## src/rtl/aidc_lite_pkg.sv

```systemverilog
// Shared constants and block-status type for the AIDC-Lite code packer.
package aidc_lite_pkg;
    localparam int AIDC_WORD_W    = 64;
    localparam int AIDC_MAX_WORDS = 8;
    localparam int AIDC_PREFIX_W  = 2;
    localparam int AIDC_WORDS_W   = $clog2(AIDC_MAX_WORDS) + 1;

    typedef struct packed {
        logic                    done;
        logic                    fail;
        logic [AIDC_WORDS_W-1:0] words;
    } aidc_blk_status_t;
endpackage

```

## src/rtl/aidc_lite_bit_aligner.sv

```systemverilog
// Combinational merge of the top size_i bits of an MSB-aligned fragment into
// an MSB-aligned buffer, starting right after its buf_size_i valid bits.
module aidc_lite_bit_aligner
    import aidc_lite_pkg::*;
#(
    parameter int BUF_W     = 130,
    parameter int DATA_SIZE = 66,
    parameter int SIZE_W    = 7,
    parameter int BSZ_W     = 8
) (
    input  logic [BUF_W-1:0]     buf_i,
    input  logic [BSZ_W-1:0]     buf_size_i,
    input  logic [DATA_SIZE-1:0] data_i,
    input  logic [SIZE_W-1:0]    size_i,
    output logic [BUF_W-1:0]     buf_o
);
    logic [DATA_SIZE-1:0] mask;
    logic [BUF_W-1:0]     ext;

    // Buffer bits below buf_size_i are always zero, so OR is a safe merge.
    always_comb begin
        mask  = ~({DATA_SIZE{1'b1}} >> size_i);
        ext   = {data_i & mask, {(BUF_W-DATA_SIZE){1'b0}}};
        buf_o = buf_i | (ext >> buf_size_i);
    end
endmodule

```

## src/rtl/aidc_lite_code_packer.sv

```systemverilog
// Packs MSB-aligned code fragments into WORD_W-bit words per block, prefixed,
// with valid/ready on both sides and done/fail/word-count reporting.
module aidc_lite_code_packer
    import aidc_lite_pkg::*;
#(
    parameter int                  PREFIX_W  = AIDC_PREFIX_W,
    parameter logic [PREFIX_W-1:0] PREFIX    = '0,
    parameter int                  DATA_SIZE = 66,
    parameter int                  WORD_W    = AIDC_WORD_W,
    parameter int                  MAX_WORDS = AIDC_MAX_WORDS,
    parameter int                  SIZE_W    = 7
) (
    input  logic                         clk,
    input  logic                         rst_n,
    input  logic                         valid_i,
    output logic                         ready_o,
    input  logic                         sop_i,
    input  logic                         eop_i,
    input  logic [DATA_SIZE-1:0]         data_i,
    input  logic [SIZE_W-1:0]            size_i,
    output logic                         valid_o,
    input  logic                         ready_i,
    output logic [$clog2(MAX_WORDS)-1:0] addr_o,
    output logic [WORD_W-1:0]            data_o,
    output logic                         done_o,
    output logic                         fail_o,
    output logic [$clog2(MAX_WORDS):0]   words_o
);
    localparam int ADDR_W = $clog2(MAX_WORDS);
    localparam int CNT_W  = $clog2(MAX_WORDS) + 1;
    localparam int BUF_W  = WORD_W + DATA_SIZE;
    localparam int BSZ_W  = $clog2(BUF_W + 1);
    localparam int BLK_W  = $clog2(MAX_WORDS * WORD_W + DATA_SIZE + 1) + 1;

    localparam logic [BUF_W-1:0]  BUF_INIT  = {PREFIX, {(BUF_W-PREFIX_W){1'b0}}};
    localparam logic [BSZ_W-1:0]  WORD_SZ   = BSZ_W'(WORD_W);
    localparam logic [BSZ_W-1:0]  PRE_SZ    = BSZ_W'(PREFIX_W);
    localparam logic [BLK_W-1:0]  PRE_BLK   = BLK_W'(PREFIX_W);
    localparam logic [BLK_W-1:0]  BLK_LIMIT = BLK_W'(MAX_WORDS * WORD_W);
    localparam logic [CNT_W-1:0]  CNT_MAX   = CNT_W'(MAX_WORDS);
    localparam logic [SIZE_W-1:0] SIZE_MAX  = SIZE_W'(DATA_SIZE);

    logic [BUF_W-1:0]  buf_q, buf_d, base_buf, merged_buf;
    logic [BSZ_W-1:0]  bsz_q, bsz_d, base_bsz, merged_bsz;
    logic [BLK_W-1:0]  blk_q, blk_d, base_blk, merged_blk;
    logic [BLK_W:0]    blk_sum;
    logic [CNT_W-1:0]  cnt_q, cnt_d;
    logic              flush_q, flush_d, fail_q, fail_d;
    logic              valid_q, valid_d;
    logic [ADDR_W-1:0] addr_q, addr_d;
    logic [WORD_W-1:0] word_q, word_d;
    aidc_blk_status_t  stat_q, stat_d;
    logic [SIZE_W-1:0] size_c, add_sz;
    logic              slot_free, accept, sop_acc, finish;

    assign slot_free = ~valid_q | ready_i;
    assign ready_o   = (bsz_q < WORD_SZ) & ~flush_q & slot_free;
    assign accept    = valid_i & ready_o;
    assign sop_acc   = accept & sop_i;
    assign size_c    = (size_i > SIZE_MAX) ? SIZE_MAX : size_i;
    assign add_sz    = accept ? size_c : '0;

    // A sop restarts from the prefix; whatever the open block held is dropped.
    always_comb begin
        if (sop_acc) begin
            base_buf = BUF_INIT;
            base_bsz = PRE_SZ;
            base_blk = PRE_BLK;
        end else begin
            base_buf = buf_q;
            base_bsz = bsz_q;
            base_blk = blk_q;
        end
    end

    aidc_lite_bit_aligner #(
        .BUF_W    (BUF_W),
        .DATA_SIZE(DATA_SIZE),
        .SIZE_W   (SIZE_W),
        .BSZ_W    (BSZ_W)
    ) u_aligner (
        .buf_i     (base_buf),
        .buf_size_i(base_bsz),
        .data_i    (data_i),
        .size_i    (add_sz),
        .buf_o     (merged_buf)
    );

    assign merged_bsz = base_bsz + BSZ_W'(add_sz);
    assign blk_sum    = {1'b0, base_blk} + (BLK_W+1)'(add_sz);
    assign merged_blk = blk_sum[BLK_W] ? '1 : blk_sum[BLK_W-1:0];

    // Emission works on the post-append buffer so a completing fragment's
    // word is loaded on the same edge that accepts it.
    always_comb begin
        buf_d   = merged_buf;
        bsz_d   = merged_bsz;
        blk_d   = merged_blk;
        cnt_d   = sop_acc ? '0 : cnt_q;
        fail_d  = sop_acc ? 1'b0 : fail_q;
        flush_d = flush_q | (accept & eop_i);
        valid_d = valid_q & ~ready_i;
        addr_d  = addr_q;
        word_d  = word_q;
        stat_d  = stat_q;
        stat_d.done = 1'b0;
        finish  = 1'b0;

        if (merged_bsz >= WORD_SZ && slot_free) begin
            if (cnt_d < CNT_MAX) begin
                word_d  = merged_buf[BUF_W-1 -: WORD_W];
                addr_d  = cnt_d[ADDR_W-1:0];
                valid_d = 1'b1;
                cnt_d   = cnt_d + CNT_W'(1);
            end else begin
                fail_d  = 1'b1;
            end
            buf_d  = merged_buf << WORD_W;
            bsz_d  = merged_bsz - WORD_SZ;
            finish = flush_d & (bsz_d == '0);
        end else if (merged_bsz < WORD_SZ && flush_d &&
                     (slot_free || merged_bsz == '0 || cnt_d >= CNT_MAX)) begin
            // Residual bits become one zero-padded word if there is room.
            if (merged_bsz != '0 && cnt_d < CNT_MAX) begin
                word_d  = merged_buf[BUF_W-1 -: WORD_W];
                addr_d  = cnt_d[ADDR_W-1:0];
                valid_d = 1'b1;
                cnt_d   = cnt_d + CNT_W'(1);
            end
            finish = 1'b1;
        end

        if (finish) begin
            stat_d.done  = 1'b1;
            stat_d.fail  = fail_d | (merged_blk > BLK_LIMIT);
            stat_d.words = AIDC_WORDS_W'(cnt_d);
            buf_d   = BUF_INIT;
            bsz_d   = PRE_SZ;
            blk_d   = PRE_BLK;
            cnt_d   = '0;
            fail_d  = 1'b0;
            flush_d = 1'b0;
        end
    end

    always_ff @(posedge clk or negedge rst_n) begin
        if (!rst_n) begin
            buf_q   <= BUF_INIT;
            bsz_q   <= PRE_SZ;
            blk_q   <= PRE_BLK;
            cnt_q   <= '0;
            flush_q <= 1'b0;
            fail_q  <= 1'b0;
            valid_q <= 1'b0;
            addr_q  <= '0;
            word_q  <= '0;
            stat_q  <= '0;
        end else begin
            buf_q   <= buf_d;
            bsz_q   <= bsz_d;
            blk_q   <= blk_d;
            cnt_q   <= cnt_d;
            flush_q <= flush_d;
            fail_q  <= fail_d;
            valid_q <= valid_d;
            addr_q  <= addr_d;
            word_q  <= word_d;
            stat_q  <= stat_d;
        end
    end

    assign valid_o = valid_q;
    assign addr_o  = addr_q;
    assign data_o  = word_q;
    assign done_o  = stat_q.done;
    assign fail_o  = stat_q.fail;
    assign words_o = CNT_W'(stat_q.words);
endmodule
```

## config.mk

```make
export PLATFORM = sky130hd
export DESIGN_NAME = aidc_lite_code_packer
export DESIGN_NICKNAME = d
export VERILOG_FILES = /design/src/rtl/aidc_lite_pkg.sv /design/src/rtl/aidc_lite_bit_aligner.sv /design/src/rtl/aidc_lite_code_packer.sv
export SDC_FILE = /design/constraint.sdc
export NUM_CORES = 1
export LEC_CHECK = 0
export ABC_AREA = 1
export CAP_MARGIN = 20
export CORE_MARGIN = 2
export CORE_UTILIZATION = 41
export DETAILED_ROUTE_END_ITERATION = 10
export SYNTH_ARGS = -nofsm -noshare
export SYNTH_HDL_FRONTEND = slang
export SYNTH_SLANG_ARGS = --single-unit
```

## constraint.sdc

```tcl
create_clock -name clk -period 5.3 [get_ports clk]
set_input_delay 1.59 -clock clk [delete_from_list [all_inputs] [get_ports clk]]
set_output_delay 1.59 -clock clk [all_outputs]
set_load 0.05 [all_outputs]
```

After elaboration in Yosys (flattened, before gate mapping)
Cells that the tools add are included.
- register bits: 229
- output and inout port bits: 75
- word-level logic and storage cells: 91
- $add $sub $neg: 4
- magnitude comparators: 7
- equality and inequality tests: 1
- shifts and indexed selects: 2
- mux-type cells: 37
- bitwise operators: 16
- reduce and logical (&&, ||, !) cells: 12
- operators with widths (cell ; count):
    130-bit two-way mux ; 3
    64-bit two-way mux ; 4
    130-bit OR ; 1
    130-bit by 8-bit right shift with 130-bit output ; 1
    66-bit AND ; 1
    66-bit NOT ; 1
    66-bit by 7-bit right shift with 66-bit output, first input constant ; 1
    11-bit two-way mux ; 3
    4-bit two-way mux ; 6
    8-bit two-way mux ; 3
    8-bit zero test ; 2
    8-bit by 7-bit less-than comparator with 1-bit output, second input constant ; 2
    7-bit two-way mux ; 2
    11-bit by 7-bit adder with 12-bit output ; 1
    3-bit two-way mux ; 4
    11-bit by 10-bit greater-than comparator with 1-bit output, second input constant ; 1
    1-bit two-way mux ; 11
    8-bit by 7-bit adder with 8-bit output ; 1
    8-bit by 7-bit greater-or-equal comparator with 1-bit output, second input constant ; 1
    8-bit nonzero test ; 1
    8-bit by 7-bit subtractor with 8-bit output, second input constant ; 1
    1-bit AND ; 7
    7-bit greater-than comparator, second input constant ; 1
    6-bit two-way mux ; 1
    10 further kinds ; 19

Depth between registers and ports, before layout
- word-level depth: 14
- mapped depth: 31

Hierarchy
A second synthesis with hierarchy kept.
- cell total of the unflattened synthesis: 3084
- area total of the unflattened synthesis: 19005.7 um2
- by module, submodules not included (module ; instances ; cells each ; area an instance (um2) ; sequential area each (um2)):
    aidc_lite_code_packer ; 1 ; 1387 ; 11159.5 ; 5733.0
    aidc_lite_bit_aligner ; 1 ; 1697 ; 7846.3 ; 0.0

Worst setup path before layout
No wires, ideal clock.
- path type: input-to-reg
- start: input port ready_i
- end: register stat_q (netlist bit words_o[0])
- library setup time: 0.136 ns
- arrival time: 5.299 ns
- data required time: 5.164 ns
- slack: -0.135 ns
- cell stages on the path: 28
- path buffers: 4
- cells stage by stage: inv_1 -> nand2_1 -> nand3_2 -> nor2_8 -> nand2_4 -> nand2_2 -> inv_2 -> buf_2 -> buf_2 -> ha_1 -> fa_1 -> nand3_1 -> nand2_1 -> a21oi_1 -> o21bai_1 -> xor2_1 -> inv_1 -> ha_1 -> nor2_1 -> nand2_1 -> nor3_1 -> nand3_1 -> nand2_1 -> inv_1 -> buf_2 -> buf_2 -> nand2_1 -> o21ai_0
- longest elaborated chain between the ends: 12
- elaborated cells on any way between the ends: 32
- those cells by class: add/sub: 3; order compare: 4; mux: 9; bitwise: 7; reduce/logical: 9
- RTL lines (element ; line ; text):
    from (decl) ; aidc_lite_code_packer.sv:22 ; input logic ready_i,
    1-bit OR * ; aidc_lite_code_packer.sv:56 ; assign slot_free = ~valid_q | ready_i;
    branches (longest 11 deep; another with 8-bit by 7-bit adder with 8-bit output) ; n/a ;
    to (signal assigned) ; aidc_lite_code_packer.sv:168 ; stat_q <= stat_d;
    to (decl) ; aidc_lite_code_packer.sv:52 ; aidc_blk_status_t stat_q, stat_d;
Every way passes the cells marked *.
A chain may end at the register's enable or synchronous reset.

Final worst setup path
- start: input port ready_i
- end: register word_q[35], in the netlist data_o[35]
- longest elaborated chain between the ends: 12
- elaborated cells on any way between the ends: 36
- those cells by class: add/sub: 1; order compare: 4; eq/ne: 1; shift: 2; mux: 8; bitwise: 9; reduce/logical: 11
- RTL lines (element ; line ; text):
    1-bit OR * ; aidc_lite_code_packer.sv:56 ;
    1-bit AND ; aidc_lite_code_packer.sv:57 ; assign ready_o = (bsz_q < WORD_SZ) & ~flush_q & slot_free;
    1-bit AND ; aidc_lite_code_packer.sv:58 ; assign accept = valid_i & ready_o;
    7-bit two-way mux or 1-bit AND (tied branches) ; aidc_lite_code_packer.sv:61, aidc_lite_code_packer.sv:59 ;
    66-bit by 7-bit right shift with 66-bit output or 8-bit two-way mux (tied branches) ; aidc_lite_bit_aligner.sv:22, aidc_lite_code_packer.sv:65 ;
    66-bit NOT or 8-bit by 7-bit adder with 8-bit output (tied branches) ; aidc_lite_bit_aligner.sv:22, aidc_lite_code_packer.sv:89 ;
    66-bit AND or 8-bit zero test (tied branches) ; aidc_lite_bit_aligner.sv:23, aidc_lite_code_packer.sv:122 ;
    130-bit by 8-bit right shift with 130-bit output or 1-bit logical OR (tied branches) ; aidc_lite_bit_aligner.sv:24, aidc_lite_code_packer.sv:122 ;
    130-bit OR or 1-bit logical OR (tied branches) ; aidc_lite_bit_aligner.sv:24, aidc_lite_code_packer.sv:122 ;
    64-bit two-way mux or 1-bit logical AND (tied branches) ; aidc_lite_code_packer.sv:124, aidc_lite_code_packer.sv:121 ;
    64-bit two-way mux or 2-bit nonzero test (tied branches) ; n/a ;
    64-bit two-way mux or 3-bit AND reduction (tied branches) ; n/a ;
    to (signal assigned) ; aidc_lite_code_packer.sv:167 ; word_q <= word_d;
    to (decl) ; aidc_lite_code_packer.sv:51 ; logic [WORD_W-1:0] word_q, word_d;
Every way passes the cells marked *; elsewhere a longest branch is shown, timed or not. The select of a mux whose other input is x is not followed.

==> results.py <==
metrics = {
    "clock_network": {
        "cts_sinks": 229,
        "cts-root-buf": "clkbuf_16",
        "clk_path_buf_depth": 3,
        "cts_tree": "built",
        "clk_pin_slew_ps": 60,
        "cts-buffers-inserted": 28,
        "ctsHoldBuffers": 0,
        "clkLatencyLatePin_ps": 570,
        "h-tree-depth": 1,
    },
    "finish": {
        "final_cells": 3293,
        "synthToLayoutAreaGrowth_pct": 22.80,
        "fin_area_um2": 20390,
        "layout.nets": 2847,
        "drive_above_1_share": 0.08457,
        "fillers": 4085,
    },
    "logic_synthesis": {
        "async_flop_share": 1.000,
        "yosysSeqAreaShare": 0.3452,
        "avgSynthCellArea_um2": 6.402,
        "ys_ff_latch": 229,
        "synth_area_leaders": "dfrtp_1 (34%), nand3_1 (22%), nand2_1 (17%)",
        "yosysWarningCount": 0,
        "syn-instance-count": 2594,
        "syn-cell-area_um2": 16610,
        "syn_nets": 2694,
        "ys.flop_type": "dfrtp_1",
        "yosysMostFrequentCell": "nand2_1",
        "netlist.area_leader.share": 0.3420,
        "synthTopCellsByCount": "nand2_1 (771), nand3_1 (743), dfrtp_1 (227)",
        "synth_cell_type_count": 50,
        "synth_edf_count": 0,
        "yosysTopAreaCell": "dfrtp_1",
    },
    "place": {
        "place.gp.congestion": 1.012,
        "placed_cell_area_um2": 19340,
        "hpwl_um": 54520,
        "io_buffers": 153,
        "place_inst": 3239,
    },
    "global_route": {
        "grt_overflow": 0,
        "grt_max_degree": 96,
        "grt_pass1_wl_um": 109000,
        "antenna_found_initial": 0,
        "grt_use_total": 0.3423,
        "grt_pass1_vias": 17959,
    },
    "critical_path": {
        "rr_startpoint": "bsz_q[7]$_DFF_PN0_",
        "crit_required_ps": 5780,
        "reg2reg_to": "data_o[35]$_DFFE_PN0P_",
        "crit_end": "data_o[35]$_DFFE_PN0P_",
        "r2r_setup_slack_ps": 1300,
        "crit_slowest_cell": "clkdlybuf4s50_1",
        "cp_common_cell": "nand2_1",
        "crit_path_end_kind": "register",
        "worstSetupStartpointType": "primary input",
        "arrival_ps": 5440,
        "crit_path_max_fanout": 13,
        "reg2regPathDepth": 28,
        "max_stage_delay_ps": 450,
        "cp-startpoint": "ready_i",
        "critPathKind": "primary input to register",
    },
    "power_and_ir_drop": {
        "p_leak_nw": 10.49,
        "p_per_area_nw_per_um2": 765.2,
        "worst_ir_drop_vdd_mv": 0.6785,
        "total_power_w": 0.01560,
    },
    "sta": {
        "slew_headroom": 0.2372,
        "hold_viol": 0,
        "worst_pin_slew_ps": 1144,
        "fin_skew_ps": 24.66,
        "slew_viol_final": 0,
        "setup_tns_ps": 0,
        "finalCriticalPeriod_ps": 4963,
        "setup_violations": 0,
        "fin_crit_sh": 0.9363,
        "clock.fmax_mhz": 201.5,
    },
    "status": {
        "status": "finished, final reports clean",
    },
    "detailed_routing": {
        "vias": 18830,
        "via_per_inst": 5.718,
        "wirelength_um": 71630,
        "dr.pass1.iters": 7,
        "wl_per_cell_um": 21.75,
        "drt_iter0_drc": 2190,
        "drc": 0,
        "postRouteAntennaNets": 0,
    },
    "floorplanning": {
        "coreArea_um2": 39820,
        "row_count": 73,
        "die_x_um": 205.3,
        "die_area_um2": 42130,
        "start_util": 0.4170,
        "ios": 154,
        "die_height_um": 205.3,
    },
    "worst_hold_path": {
        "whs_path_depth": 2,
        "hp-class": "register to register",
    },
    "run": {
        "drv_cap": 0,
    },
}
cells by family after synthesis:
logic type,count (synthesis),synth area share
AOI/OAI and AO/OA,200,0.07142
xor gates and xnor gates,13,0.006856
and+or+nand+nor,1804,0.4805
DFF,229,0.3452
adders and majority gates,21,0.01673
buffers and inverters,327,0.07933
state kept, by name (all words and copies together), names as in the netlist:
name,flops
bsz_q,8
flush_q,1
buf_q,130
addr_o,3
cnt_q,4
fail_o,1
fail_q,1
words_o,4
done_o,1
blk_q,11
valid_o,1
data_o,64
cell usage in the layout (no fill, tap or decap), types with 3 or more instances in the layout:
cell / n
ha_1: 18
xor2_1: 10
nand2_1: 769
nand2_2: 5
a31oi_1: 33
dfrtp_1: 227
nor2_4: 7
nor3_1: 5
clkdlybuf4s50_1: 151
nor2_2: 4
o21ai_1: 10
nand3_1: 743
nand3_2: 4
buf_12: 16
o31ai_1: 3
clkinv_2: 3
or2_1: 3
clkbuf_16: 29
nand4_1: 63
inv_1: 142
clkbuf_8: 4
nor2_1: 193
clkbuf_1: 7
bufinv_16: 5
o21ai_0: 29
buf_4: 125
a21oi_1: 81
o211ai_1: 10
o21bai_1: 9
inv_2: 11
a21boi_0: 8
worst max-delay path, delay by kind of cell:
kind	cells	cell delay, ps
AOI/OAI and AO/OA	6	770
xor gates and xnor gates	1	230
adders and majority gates	2	520
buffers and inverters	7	1030
and+or+nand+nor	14	1270
worst min-delay path by stage:
| stage | from | endpoint | slack [ps] |
|---|---|---|---|
| after floorplan | buf_q[2]$_DFF_PN0_ | buf_q[2]$_DFF_PN0_ | 470 |
| after global placement | words_o[1]$_DFFE_PN0P_ | words_o[1]$_DFFE_PN0P_ | 460 |
| after detailed placement | data_o[24]$_DFFE_PN0P_ | data_o[24]$_DFFE_PN0P_ | 460 |
| after CTS | data_o[24]$_DFFE_PN0P_ | data_o[24]$_DFFE_PN0P_ | 480 |
| after global routing | data_o[0]$_DFFE_PN0P_ | data_o[0]$_DFFE_PN0P_ | 500 |
| final | addr_o[0]$_DFFE_PN0P_ | addr_o[0]$_DFFE_PN0P_ | 480 |
metal layers:
layer	part of all wire	global-route usage	up-vias
met2	0.46	0.5661	760
met4	0.043	0.1326	0
met5	0	0	-
li1	-	-	9000
met3	0.068	0.04530	138
met1	0.42	0.4546	8932
where the power goes:
part / internal, W / switching, W / total [W]
clock network: 0.00127 / 0.000779 / 0.00205
logic: 0.00336 / 0.00739 / 0.0107
registers: 0.00251 / 0.000290 / 0.00280
total: 0.00714 / 0.00846 / 0.0156
through the flow:
step | hold slack, ps | setup slack [ps] | utilization
3_5_place_dp | 464.1 | -352.1 | 0.4857
5_1_grt | 497.3 | -11.67 | 0.5120
3_3_place_gp | 463.8 | -245.4 | 0.4857
2_1_floorplan | 468.1 | 9.195 | -
4_1_cts | 480.1 | 204.8 | 0.5103
6_report | 477.6 | 337.4 | 0.5121
layout make-up:
| class | instances | area, um^2 | share of cell area |
|---|---|---|---|
| clock buffer | 39 | 782.0 | 0.03835 |
| tap | 525 | 656.9 | 0.03221 |
| timing repair buffer | 294 | 2810 | 0.1378 |
| multi-input combinational | 2038 | 9622 | 0.4718 |
| antenna | 1 | 2.502 | 0.0001227 |
| inverter | 156 | 588.1 | 0.02884 |
| sequential | 229 | 5733 | 0.2811 |
| clock inverter | 11 | 198.9 | 0.009755 |
timing repair:
action	in CTS	in global routing
hold endpoints to repair	0	0
setup endpoints to repair	0	86
resized for setup	0	5
setup buffers	0	2
Note: power is estimated with default switching activity, not from simulation.
